$ cat src/rtl/alu_pkg.sv
// Shared ALU types: operand width, CLA group width and the result flag bundle.
package alu_pkg;

    localparam int unsigned WIDTH   = 16;
    localparam int unsigned GROUP_W = 4;
    localparam int unsigned GROUPS  = WIDTH / GROUP_W;

    typedef logic [WIDTH-1:0] word_t;

    typedef struct packed {
        logic cout;
        logic ovfl;
        logic zero;
    } flags_t;

    // Stage 1 -> stage 2 payload: high operand bytes, group carry and finished low byte.
    typedef struct packed {
        logic [7:0] a_hi;
        logic [7:0] b_hi;
        logic       c8;
        logic [7:0] lo;
    } s1_t;

    typedef struct packed {
        flags_t flags;
        word_t  sum;
    } res_t;

endpackage

$ cat src/rtl/add8_stage.sv
// One pipeline stage: an 8-bit adder from two chained CLA groups, plus a
// valid/ready register slice carrying a caller-built payload.
module add8_stage import alu_pkg::*; #(
    parameter int unsigned DATA_W     = 8,
    parameter bit          RESET_DATA = 1'b0
) (
    input  logic              clk,
    input  logic              rst_n,
    input  logic [7:0]        a,
    input  logic [7:0]        b,
    input  logic              cin,
    output logic [7:0]        s,
    output logic              cout,
    input  logic              in_valid,
    output logic              in_ready,
    input  logic [DATA_W-1:0] d,
    output logic              out_valid,
    input  logic              out_ready,
    output logic [DATA_W-1:0] q
);

    logic c4;
    logic vld_q;

    cla_4 u_grp_lo (
        .a    (a[GROUP_W-1:0]),
        .b    (b[GROUP_W-1:0]),
        .cin  (cin),
        .s    (s[GROUP_W-1:0]),
        .cout (c4)
    );

    cla_4 u_grp_hi (
        .a    (a[2*GROUP_W-1:GROUP_W]),
        .b    (b[2*GROUP_W-1:GROUP_W]),
        .cin  (c4),
        .s    (s[2*GROUP_W-1:GROUP_W]),
        .cout (cout)
    );

    // A leaving item may be replaced in the same cycle.
    assign in_ready  = ~vld_q | out_ready;
    assign out_valid = vld_q;

    always_ff @(posedge clk) begin
        if (!rst_n) begin
            vld_q <= 1'b0;
        end else if (in_ready) begin
            vld_q <= in_valid;
        end
    end

    if (RESET_DATA) begin : g_rst_data
        always_ff @(posedge clk) begin
            if (!rst_n) begin
                q <= '0;
            end else if (in_ready && in_valid) begin
                q <= d;
            end
        end
    end else begin : g_hold_data
        always_ff @(posedge clk) begin
            if (in_ready && in_valid) begin
                q <= d;
            end
        end
    end

endmodule

$ cat src/rtl/cla_4.sv
// 4-bit carry-lookahead adder group.
module cla_4 (
    input  logic [3:0] a,
    input  logic [3:0] b,
    input  logic       cin,
    output logic [3:0] s,
    output logic       cout
);

    logic [3:0] g;
    logic [3:0] p;
    logic [4:0] c;

    always_comb begin
        g    = a & b;
        p    = a ^ b;
        c[0] = cin;
        c[1] = g[0] | (p[0] & cin);
        c[2] = g[1] | (p[1] & g[0]) | (p[1] & p[0] & cin);
        c[3] = g[2] | (p[2] & g[1]) | (p[2] & p[1] & g[0]) | (p[2] & p[1] & p[0] & cin);
        c[4] = g[3] | (p[3] & g[2]) | (p[3] & p[2] & g[1]) | (p[3] & p[2] & p[1] & g[0])
             | (p[3] & p[2] & p[1] & p[0] & cin);
        s    = p ^ c[3:0];
        cout = c[4];
    end

endmodule

$ cat src/rtl/add16_pipe.sv
// Two-stage pipelined 16-bit add/subtract with carry, overflow and zero flags.
// Define ADD16_PIPE_SAT_EN to clamp overflowing results to the signed limits.
module add16_pipe import alu_pkg::*; #(
    parameter int unsigned WIDTH  = alu_pkg::WIDTH,
    parameter int unsigned GROUPS = alu_pkg::GROUPS
) (
    input  logic             clk,
    input  logic             rst_n,
    input  logic             in_valid,
    output logic             in_ready,
    input  logic [WIDTH-1:0] a,
    input  logic [WIDTH-1:0] b,
    input  logic             op_sub,
    output logic             out_valid,
    input  logic             out_ready,
    output logic [WIDTH-1:0] sum,
    output logic             cout,
    output logic             ovfl,
    output logic             zero
);

    if (WIDTH != 16 || WIDTH != GROUP_W * GROUPS) begin : g_bad_cfg
        $error("add16_pipe: WIDTH must be 16 and equal 4*GROUPS");
    end

    word_t      bx;
    logic [7:0] lo_s;
    logic       c8;
    s1_t        d1;
    s1_t        q1;
    logic       v1;
    logic       r2;
    logic [7:0] hi_s;
    logic       c16;
    word_t      raw;
    logic       ovf;
    word_t      res;
    res_t       d2;
    res_t       q2;

    // Subtract as A + ~B + 1; the +1 enters as the low group's carry-in.
    assign bx = b ^ {WIDTH{op_sub}};
    assign d1 = '{a_hi: a[15:8], b_hi: bx[15:8], c8: c8, lo: lo_s};

    add8_stage #(
        .DATA_W     ($bits(s1_t)),
        .RESET_DATA (1'b0)
    ) u_stage1 (
        .clk       (clk),
        .rst_n     (rst_n),
        .a         (a[7:0]),
        .b         (bx[7:0]),
        .cin       (op_sub),
        .s         (lo_s),
        .cout      (c8),
        .in_valid  (in_valid),
        .in_ready  (in_ready),
        .d         (d1),
        .out_valid (v1),
        .out_ready (r2),
        .q         (q1)
    );

    always_comb begin
        raw = {hi_s, q1.lo};
        ovf = (q1.a_hi[7] == q1.b_hi[7]) & (hi_s[7] != q1.a_hi[7]);
`ifdef ADD16_PIPE_SAT_EN
        res = ovf ? (q1.a_hi[7] ? 16'h8000 : 16'h7FFF) : raw;
`else
        res = raw;
`endif
        d2.sum        = res;
        d2.flags.cout = c16;
        d2.flags.ovfl = ovf;
        d2.flags.zero = (res == '0);
    end

    add8_stage #(
        .DATA_W     ($bits(res_t)),
        .RESET_DATA (1'b1)
    ) u_stage2 (
        .clk       (clk),
        .rst_n     (rst_n),
        .a         (q1.a_hi),
        .b         (q1.b_hi),
        .cin       (q1.c8),
        .s         (hi_s),
        .cout      (c16),
        .in_valid  (v1),
        .in_ready  (r2),
        .d         (d2),
        .out_valid (out_valid),
        .out_ready (out_ready),
        .q         (q2)
    );

    assign sum  = q2.sum;
    assign cout = q2.flags.cout;
    assign ovfl = q2.flags.ovfl;
    assign zero = q2.flags.zero;

endmodule

$ cat config.mk
export PLATFORM = sky130hd
export DESIGN_NAME = add16_pipe
export DESIGN_NICKNAME = d
export VERILOG_FILES = /design/src/rtl/alu_pkg.sv /design/src/rtl/add8_stage.sv /design/src/rtl/cla_4.sv /design/src/rtl/add16_pipe.sv
export SDC_FILE = /design/constraint.sdc
export NUM_CORES = 1
export LEC_CHECK = 0
export CAP_MARGIN = 10
export CORE_AREA = 2 2 88 69
export DETAILED_ROUTE_END_ITERATION = 10
export DIE_AREA = 0 0 90 71
export GPL_TIMING_DRIVEN = 0
export PLACE_DENSITY_LB_ADDON = 0.12
export SYNTH_ARGS = -nofsm -noshare
export SYNTH_HDL_FRONTEND = slang
export SYNTH_SLANG_ARGS = --single-unit
$ cat constraint.sdc
create_clock -name clk -period 2.88 [get_ports clk]
set_input_delay 0.288 -clock clk [delete_from_list [all_inputs] [get_ports clk]]
set_output_delay 0.288 -clock clk [all_outputs]
set_load 0.1 [all_outputs]
**Yosys cells after proc, flatten, opt, wreduce, memory -nomap -nowiden**

Cells that the tools add are included.

- Flip-flop bits (word level): 46
- Output and inout port bits: 21

- Bitwise operators: 122
- Equality and inequality tests: 2
- Reduce and logical (&&, ||, !) cells: 3

Operators with widths:

| cell | number |
|---|---|
| $and 1x1->1 | 65 |
| $or 1x1->1 | 42 |
| $xor 4x4->4 | 8 |
| $and 4x4->4 | 4 |
| $logic_not 16->1 | 1 |
| $xor 16x16->16 | 1 |
| $logic_and 1x1->1 | 2 |
| $not 1->1 | 2 |
| $eq 1x1->1 | 1 |
| $ne 1x1->1 | 1 |

**Depth between registers and ports, before layout**

Gate-level depths: netlist of the first run.

- Word-level depth: 11
- Mapped depth: 10
- Mapped depth without buffers: 10

**Cells and area by module**

Synthesis of the first run repeated with hierarchy kept, for this count alone.

- Cells, all modules: 195
- Area total of the unflattened synthesis: 2383.5 um2

Modules (own cells, without submodules):

| module | cells an instance | area an instance (um2) | times used | sequential area each (um2) |
|---|---|---|---|---|
| add8_stage at u_stage2 | 87 | 823.3 | 1 | 400.4 |
| add8_stage at u_stage1 | 30 | 808.3 | 1 | 770.7 |
| cla_4 | 13 | 132.6 | 4 | 0.0 |
| add16_pipe | 26 | 221.5 | 1 | 0.0 |

**Worst setup path before layout of the first run**

No wires, ideal clock.

- Kind: flip-flop to flip-flop
- Start: reg u_stage2.vld_q (netlist: u_stage2.out_valid)
- End: reg u_stage1.q[0], enable pin
- Stages on the path, launching flop included: 4
- Required time: 2513 ps
- Clock period less this slack: 2910 ps
- Arrival: 2543 ps
- Slack: -30 ps
- Cells stage by stage: dfxtp_1 > nor2b_1 > nand2_1 > and2_1

- Word-level cells in the longest chain between the ends: 4

Ends and longest elaborated chain:

| element | line | text |
|---|---|---|
| from (decl) | add8_stage.sv:23 | `logic vld_q;` |
| from (signal assigned) | add8_stage.sv:49 | `vld_q <= in_valid;` |
| $not 1->1 | add8_stage.sv:42 | `assign in_ready = ~vld_q \| out_ready;` |
| $or 1x1->1 (2 in a row) | add8_stage.sv:42 |  |
| named net in_ready | add16_pipe.sv:10 | `output logic in_ready,` |
| $logic_and 1x1->1 | add8_stage.sv:63 | `if (in_ready && in_valid) begin` |
| to (signal assigned) | add8_stage.sv:64 | `q <= d;` |
| to (decl) | add8_stage.sv:19 | `output logic [DATA_W-1:0] q` |

The timed path passes the listed nets, and every way through them passes these cells.
A chain may end at the register's enable or synchronous reset.

**Worst setup path after layout of the first run**

- Start: reg u_stage1.q[17]
- End: reg u_stage2.q[16]

- Word-level cells in the longest chain between the ends: 8
- Elaborated cells on any way between the ends: 28
- Classes of those cells: bitwise (27); reduce/logical (1)

Ends and longest elaborated chain:

| element | line | text |
|---|---|---|
| $and 4x4->4 or $xor 4x4->4 (tied branches) | cla_4.sv:15, cla_4.sv:16 |  |
| $and 1x1->1, on equally long branches | cla_4.sv:21, cla_4.sv:22 |  |
| $or 1x1->1 or $and 1x1->1 (tied branches) | cla_4.sv:21, cla_4.sv:22 |  |
| $or 1x1->1 | cla_4.sv:22 | `\| (p[3] & p[2] & p[1] & p[0] & cin);` |
| $and 1x1->1, on equally long branches | cla_4.sv:18, cla_4.sv:19, cla_4.sv:20 |  |
| $or 1x1->1, on equally long branches | cla_4.sv:18, cla_4.sv:19, cla_4.sv:20 |  |
| $xor 4x4->4 | cla_4.sv:23 | `s = p ^ c[3:0];` |
| $logic_not 16->1 * | add16_pipe.sv:75 | `d2.flags.zero = (res == '0);` |
| to (signal assigned) | add8_stage.sv:56 | `q <= '0;` |
| to (signal assigned) | add8_stage.sv:58 | `q <= d;` |
| to (decl) | add8_stage.sv:19 |  |

Mark *: on every way between the ends. The rest lies on a longest branch, timed or not.

==> results of run 1 <==
==> path summary, 6_finish.rpt <==
path / from / endpoint / cells past startpoint
setup / recovery: u_stage1.q[17]$_DFFE_PP_ / u_stage2.q[16]$_SDFFE_PN0P_ / 10
hold / removal: u_stage2.q[6]$_SDFFE_PN0P_ / u_stage2.q[6]$_SDFFE_PN0P_ / 2
hold reg to reg: u_stage2.q[6]$_SDFFE_PN0P_ / u_stage2.q[6]$_SDFFE_PN0P_ / 2
setup reg to reg: u_stage1.q[17]$_DFFE_PP_ / u_stage2.q[16]$_SDFFE_PN0P_ / 10
==> logic make-up after synthesis <==
kind of cell | count (synthesis) | synth area share
AO/OA/AOI/OAI | 48 | 0.137
XOR/XNOR | 26 | 0.0975
adder cells (fa/ha/maj) | 19 | 0.111
buffers and inverters | 17 | 0.0284
flip-flops | 46 | 0.501
multiplexers | 1 | 0.00429
AND/OR/NAND/NOR | 62 | 0.120
==> cells in the final DEF (no fill, tap or decap), types with 3 or more instances in the layout <==
cell             count
nand2_1             30
buf_4                3
ha_4                 3
dfxtp_1             20
a21oi_1             17
o21a_1               3
nor2_1              14
edfxtp_1            25
clkdlybuf4s50_1     56
inv_1                9
o21ai_0              5
clkbuf_8             7
nand3_1              3
ha_1                13
xnor2_1              6
clkbuf_1             5
xor2_1              20
nand2b_1             3
a21o_1               5
==> per-stage QoR <==
stage          hold slack, ns  worst slack, ns
3_5_place_dp            0.449           -0.282
2_1_floorplan           0.387            0.109
3_3_place_gp            0.447           -0.228
5_1_grt                 0.478          -0.0939
4_1_cts                 0.463          0.00119
6_report                0.459           0.0715
==> routing by layer <==
metal / vias up / share of wire / global-route usage
li1: 900 / - / -
met1: 767 / 0.51 / 0.217
met2: 51 / 0.42 / 0.226
met3: 6 / 0.052 / 0.0373
met4: 0 / 0.012 / 0.0496
met5: - / 0 / 0
==> where the power goes <==
part           switching, mW  internal [mW]
registers             0.0335          0.766
clock network          0.220          0.220
logic                  0.328          0.216
==> final cells by class <==
| type | instances | area [sq um] |
|---|---|---|
| clock inverter | 1 | 8.76 |
| clock buffer | 7 | 96.3 |
| multi-input combinational | 156 | 1160 |
| inverter | 10 | 37.5 |
| fill | 516 | 2370 |
| tap | 78 | 97.6 |
| timing repair buffer | 60 | 611 |
| sequential | 46 | 1170 |
| buffer | 7 | 28.8 |
==> repair_timing <==
item | 4_1_cts | 5_1_grt
resized for setup | 5 | 3
endpoints found under the setup margin | 1 | 1
setup buffers | 2 | 1
pin swaps | 2 | 4
==> critical path, cell delays in order (launching register included) <==
cell and delay (ns):
edfxtp_1 0.42, ha_1 0.33, a21o_1 0.20, a221oi_4 0.27
nand2b_1 0.11, fa_2 0.34, xor2_1 0.18, or4_1 0.43
nor3_2 0.13, nand3_1 0.13, o31ai_2 0.19
==> registers in the layout (all words and copies together), names as in the netlist <==
| register | cells |
|---|---|
| u_stage1.out_valid | 1 |
| u_stage2.q | 19 |
| u_stage2.out_valid | 1 |
| u_stage1.q | 25 |
==> flow_summary.ini, run 1 <==
[run_status]
status = finished clean

[worst_setup_path]
worstPathRequired_ns = 3.10
cp_max_fo = 2
r2r_slack_ns = 0.07
timing_worst_setup_path_type = reg -> reg
crit_path_start_kind = flop
arrival_ns = 3.03
timing.critical_path.to_type = flop

[timing]
drv_slew = 0
hold_viol = 0
fmax_mhz = 356
slew_headroom = 0.349
setup_violations = 0
skew_ns = 0.00734
rsz0062_at_grt = yes
fin_crit_sh = 0.975
layout_min_cycle_time_ns = 2.81
worst_pin_slew_ns = 0.973
fin_setup_tns_ns = 0

[job]
max-cap-violations = 0

[clocking]
cts_sinks = 46
clk_latency_ns = 0.30
cts_tree = done
cts_hold_repair.buffers = 0
cts_buffers = 5
clk_pin_slew_ns = 0.09
clk_path_buf_depth = 2
root_buffer = clkbuf_8
h-tree-depth = 2

[yosys]
syn_area_sq_mm = 0.00234
ys.flop_type = edfxtp_1
netlist_instances = 219
yosys-top-cells-area = edfxtp_1, dfxtp_1, ha_1
synth_commonest_cells = nand2_1, edfxtp_1, dfxtp_1, xor2_1, a21oi_1
async_flop_share = 0
yosys.cell_types.count = 42
synth.most_common_cell = nand2_1
synth_area_leader_cell = edfxtp_1
ys_ff_latch = 46
yosysSeqAreaShare = 0.501
synth_top_cell_area_share = 0.321
synth_edf_count = 25
ys_warn_count = 0
syn_nets = 275
synth.avg_cell_area_sq_um = 10.7

[floorplanning]
dieArea_sq_mm = 0.00639
num_io_pins = 58
die_h_um = 71
num_rows = 24
core_area_sq_mm = 0.00559
start_util = 0.418
die_x_um = 90

[global_route]
antenna_found_initial = 0
grt_usage = 0.151
grt_max_degree = 26
grt_pass1_vias = 1587
grt_overflow = 0
grt_pass1_wl_mm = 7.64

[layout]
area_delta_synth_final_pct = 37.5
final_util = 0.575
n_antenna_cell = 0
drive_gt1_frac = 0.0871
instances_no_fill = 365
nNetsFinal = 342
design_area_sq_mm = 0.00321

[placement]
dp_hpwl_mm = 3.53
dpl.cell_count = 353
gp_congestion = 0.855
placed_area_sq_mm = 0.00300
io_buffer_count = 56

[pwr]
power_mw = 1.78
p_leak_nw = 1.24
ir_drop_mv = 0.219
p_per_area_mw_per_mm2 = 555

[min_path]
hp-class = reg -> reg

[routing]
dr_total_vias = 1724
drc = 0
drtIter0Drc = 103
wl_per_cell_um = 13.1
via_per_inst = 4.72
dr.pass1.iters = 4
final_antenna_net_count = 0
routed_wl_mm = 4.77
Note: power is estimated with default switching activity, not from simulation.
==> run 2, diff against run 1 <==
Settings changed: CORE_AREA 2 2 88 69 to 3 3 79 62, DIE_AREA 0 0 90 71 to 0 0 82 65, DONT_BUFFER_PORTS from default to 1.
==> run 2 against run 1 <==
Combinational power is 45% lower; clock skew is 0.0047 ns higher; largest power group unchanged; critical path depth stayed put; core utilization is 5.2 points higher; design area is 20% lower.
==> flow_summary.ini, run 2 (synthesis results as in run 1) <==
[floorplanning]
start_util = 0.569
core_area_sq_mm = 0.00410
dieArea_sq_mm = 0.00533
num_io_pins = 58
die_x_um = 82
num_rows = 20
die_h_um = 65

[routing]
routed_wl_mm = 4.46
drc = 0
wl_per_cell_um = 15.7
dr.pass1.iters = 4
via_per_inst = 5.51
final_antenna_net_count = 0
drtIter0Drc = 75
dr_total_vias = 1564

[layout]
design_area_sq_mm = 0.00257
largest_register = u_stage1.q
final_util = 0.627
nNetsFinal = 284
n_antenna_cell = 0
drive_gt1_frac = 0.0961
fill_cells = 329
largest_register_ffs = 25
area_delta_synth_final_pct = 10.2
final_common_cell = nand2_1
layout_common_cells = nand2_1, edfxtp_1, xor2_1, dfxtp_1, a21oi_1
top_regs = u_stage1.q (25), u_stage2.q (19)

[global_route]
grt_pass1_vias = 1534
grt_max_degree = 26
grt_overflow = 0
grt_pass1_wl_mm = 7.12
grt_usage = 0.180
antenna_found_initial = 0

[timing]
setup_violations = 0
skew_ns = 0.0121
layout_min_cycle_time_ns = 2.81
drv_slew = 0
hold_viol = 0
whs_ns = 0.0702
slew_headroom = 0.338
fmax_mhz = 356
worst_pin_slew_ns = 0.992
fin_ws_ns = 0.0715
rsz0062_at_grt = yes
fin_crit_sh = 0.975

[worst_setup_path]
timing.critical_path.to_type = flop
r2r_slack_ns = 0.07
crit_path_start_kind = flop
reg2reg_depth = 10
slowest_stage = or4_1
worstPathRequired_ns = 3.10
timing_worst_setup_path_type = reg -> reg
crit_chain = ha_1 -> a21o_1 -> a221oi_2 -> nand2b_1 -> fa_2 -> xor2_1 -> or4_1 -> nor3_2 -> nand3_1 -> o31ai_2
r2r-end = u_stage2.q[16]$_SDFFE_PN0P_
cp_slowest_stage_delay_ns = 0.43
cp_max_fo = 2
arrival_ns = 3.03
r2r_start = u_stage1.q[17]$_DFFE_PP_
crit_start = u_stage1.q[17]$_DFFE_PP_

[min_path]
hp-start = a[10]
hp-class = in -> reg
min_to = u_stage1.q[19]$_DFFE_PP_
holdPathStages = 0

[placement]
gp_congestion = 0.825
preCtsSetupSlack_ns = -0.213
io_buffer_count = 0
dp_hpwl_mm = 3.42
placed_area_sq_mm = 0.00241

[clocking]
cts_buffers = 5
clk_pin_slew_ns = 0.09
root_buffer = clkbuf_8
cts_sinks = 46
clk_latency_ns = 0.31
h-tree-depth = 2
clk_path_buf_depth = 2
cts_tree = done

[pwr]
p_per_area_mw_per_mm2 = 651
p_leak_nw = 1.01
ir_drop_mv = 0.272

[run_status]
status = finished clean

[job]
max-cap-violations = 0
==> run 2: cell count changes in the layout (fill, tap and decap cells not counted), sizes merged <==
| cell | previous run | this run |
|---|---|---|
| buf | 6 | 4 |
| clkdlybuf4s50 | 56 | 0 |
==> run 2: cell type report <==
type	instances	area (sq um)	share of cell area
buffer	7	28.8	0.0112
clock buffer	7	97.6	0.0379
clock inverter	1	3.75	0.00146
inverter	10	37.5	0.0146
multi-input combinational	156	1150	0.447
sequential	46	1170	0.455
tap	55	68.8	0.0267
timing repair buffer	2	15.0	0.00583
==> run 2: worst max-delay path by stage <==
| stage | endpoint | slack [ns] | depth (start not counted) |
|---|---|---|---|
| after global placement | u_stage2.q[16]$_SDFFE_PN0P_ | -0.20 | 10 |
| after CTS | u_stage2.q[16]$_SDFFE_PN0P_ | 0.004 | 10 |
| final | u_stage2.q[16]$_SDFFE_PN0P_ | 0.07 | 10 |
| after floorplan | u_stage2.q[16]$_SDFFE_PN0P_ | 0.11 | 10 |
| after global routing | u_stage2.q[16]$_SDFFE_PN0P_ | -0.12 | 10 |
| after detailed placement | u_stage2.q[16]$_SDFFE_PN0P_ | -0.21 | 10 |
==> run 2: critical path: cells and delay by family (launching register included) <==
kind                       cells  cell delay [ns]
AOI/OAI and AO/OA              3             0.65
xor gates and xnor gates       1             0.18
adders and majority gates      2             0.67
DFF                            1             0.41
and+or+nand+nor                4             0.81
==> run 2: layer usage <==
layer | track usage | up-vias | wire length [um]
met3 | 0.0681 | 5 | 372
li1 | - | 783 | -
met1 | 0.238 | 721 | 2050
met5 | 0 | - | 0
met4 | 0.0871 | 0 | 55
met2 | 0.255 | 55 | 1990
==> run 2: what timing repair did <==
| action | 4_1_cts | 5_1_grt |
|---|---|---|
| resized for setup | 4 | 4 |
| buffers inserted | 1 | 1 |
| setup endpoints to repair | 9 | 1 |
| hold endpoints to repair | 0 | 0 |
| gates cloned | 0 | 0 |
| hold buffers | 0 | 0 |
| pin swaps | 1 | 3 |
==> run 2: where the power goes <==
| part | switching, mW | internal (mW) | total (mW) | leakage [nW] |
|---|---|---|---|---|
| Combinational | 0.162 | 0.136 | 0.298 | 0.544 |
| Sequential | 0.180 | 0.766 | 0.946 | 0.417 |
| Clock | 0.210 | 0.221 | 0.431 | 0.0510 |
==> run 2: metrics by stage <==
| stage | TNS (ns) | total power, mW | std cells |
|---|---|---|---|
| detailed placement | -0.213 | 1.24 | 274 |
| floorplan | 0 | 1.17 | 219 |
| finish | 0 | 1.68 | 284 |
| CTS | 0 | 1.68 | 283 |
| global placement | -0.196 | 1.23 | 274 |
| global route | -0.118 | 1.77 | 284 |
==> run 3, diff against run 2 <==
Settings changed: GPL_TIMING_DRIVEN 0 to 1.
==> run 3 against run 2 <==
Sequential cell count stayed put; maximum frequency is 0.12% lower; first-iteration DRC count is 56% higher; clock-buffer cell count is 1 higher; largest cell class unchanged.
==> flow_summary.ini, run 3 (synthesis results as in run 1) <==
[routing]
via_per_inst = 5.65
final_antenna_net_count = 0
drtIter0Drc = 117
dr_total_vias = 1617
wl_per_cell_um = 16.0
drc = 0
dr.pass1.iters = 4
routed_wl_mm = 4.59

[timing]
whs_ns = 0.0782
rsz0062_at_grt = yes
skew_ns = 0.00648
worst_pin_slew_ns = 1.16
fmax_mhz = 356
fin_setup_tns_ns = 0
drv_slew = 0
fin_crit_sh = 0.976
hold_viol = 0
layout_min_cycle_time_ns = 2.81
setup_violations = 0
slew_headroom = 0.228
fin_ws_ns = 0.0680

[layout]
drive_gt1_frac = 0.121
top_regs = u_stage1.q (25), u_stage2.q (19)
nNetsFinal = 286
area_delta_synth_final_pct = 11.3
layout_common_cells = nand2_1, edfxtp_1, xor2_1, dfxtp_1, a21oi_1
largest_register_ffs = 25
area.sequential_sq_mm = 0.00117
final_common_cell = nand2_1
multi_input_area_sq_mm = 0.00113
fill_cells = 327
final_util = 0.634
instances_no_fill = 286
n_antenna_cell = 0
design_area_sq_mm = 0.00260
largest_register = u_stage1.q

[global_route]
grt_pass1_vias = 1600
grt_usage = 0.186
grt_pass1_wl_mm = 7.36
antenna_found_initial = 0
grt_max_degree = 26
grt_overflow = 0

[worst_setup_path]
arrival_ns = 3.03
slowest_stage = or4_4
timing_worst_setup_path_type = reg -> reg
worstPathRequired_ns = 3.10
cp_slowest_stage_delay_ns = 0.44
cp_max_fo = 2
timing.critical_path.to_type = flop
crit_chain = ha_1 -> a21o_1 -> a221oi_2 -> nand2b_1 -> fa_2 -> xor2_1 -> or4_4 -> nor3_4 -> nand3_2 -> o31ai_2
crit_path_start_kind = flop

[clocking]
clk_path_buf_depth = 2
cts_sinks = 46
clk_latency_ns = 0.30
root_buffer = clkbuf_8
cts_buffers = 5
cts_hold_repair.buffers = 0
cts_tree = done
clk_pin_slew_ns = 0.08
h-tree-depth = 2

[run_status]
status = finished clean

[floorplanning]
core_area_sq_mm = 0.00410
num_rows = 20
die_x_um = 82
dieArea_sq_mm = 0.00533
die_h_um = 65
num_io_pins = 58
start_util = 0.569

[placement]
placed_area_sq_mm = 0.00244
dpl.cell_count = 276
gp_congestion = 0.875
preCtsSetupSlack_ns = -0.000637
dp_hpwl_mm = 3.43
io_buffer_count = 0

[job]
max-cap-violations = 0

[min_path]
hp-class = in -> reg

[pwr]
p_leak_nw = 1.06
p_per_area_mw_per_mm2 = 658
ir_drop_mv = 0.287
power_mw = 1.71
[run 3: changes by cell type in the layout (fill, tap and decap cells not counted), moves of 2 or more]
cell | before | now
buf_4 | 2 | 11
ha_4 | 3 | 0
ha_1 | 13 | 16
clkbuf_1 | 6 | 1
buf_2 | 2 | 0
[run 3: cell type report]
cell class	instances	share of cell area
Inverter	10	0.0144
Sequential cell	46	0.451
Clock buffer	8	0.0428
Multi-Input combinational cell	156	0.434
Tap cell	55	0.0265
Timing Repair Buffer	11	0.0318
[run 3: path summary, 6_finish.rpt]
kind | slack (ns) | to | cells after the start | from
worst max-delay path | 0.07 | u_stage2.q[16]$_SDFFE_PN0P_ | 10 | u_stage1.q[17]$_DFFE_PP_
worst max register to register | 0.07 | u_stage2.q[16]$_SDFFE_PN0P_ | 10 | u_stage1.q[17]$_DFFE_PP_
worst min-delay path | 0.08 | u_stage1.q[23]$_DFFE_PP_ | 0 | a[14]
worst min register to register | 0.52 | u_stage2.q[8]$_SDFFE_PN0P_ | 2 | u_stage2.q[8]$_SDFFE_PN0P_
[run 3: timing repair]
| action | 4_1_cts | 5_1_grt |
|---|---|---|
| pin swaps | 0 | 6 |
| gates resized for setup | 1 | 5 |
| endpoints found under the setup margin | 1 | 1 |
| setup buffers | 0 | 2 |
| cloned | 0 | 0 |
[run 3: critical path, delay by kind of cell, from the launching register on]
kind / cells / cell delay [ns]
AND/OR/NAND/NOR: 4 / 0.77
flip-flops: 1 / 0.40
AO/OA/AOI/OAI: 3 / 0.73
XOR/XNOR: 1 / 0.19
adder cells (fa/ha/maj): 2 / 0.67
[run 3: per-layer routing]
metal	track usage	wire, um
met5	0	0
met4	0.0643	50
met3	0.0833	434
met2	0.276	2070
met1	0.239	2040
[run 3: where the power goes]
part / total [mW] / switching, mW / leakage [nW] / internal (mW)
Clock: 0.458 / 0.210 / 0.0566 / 0.248
Sequential: 0.912 / 0.147 / 0.417 / 0.766
Combinational: 0.341 / 0.200 / 0.583 / 0.141
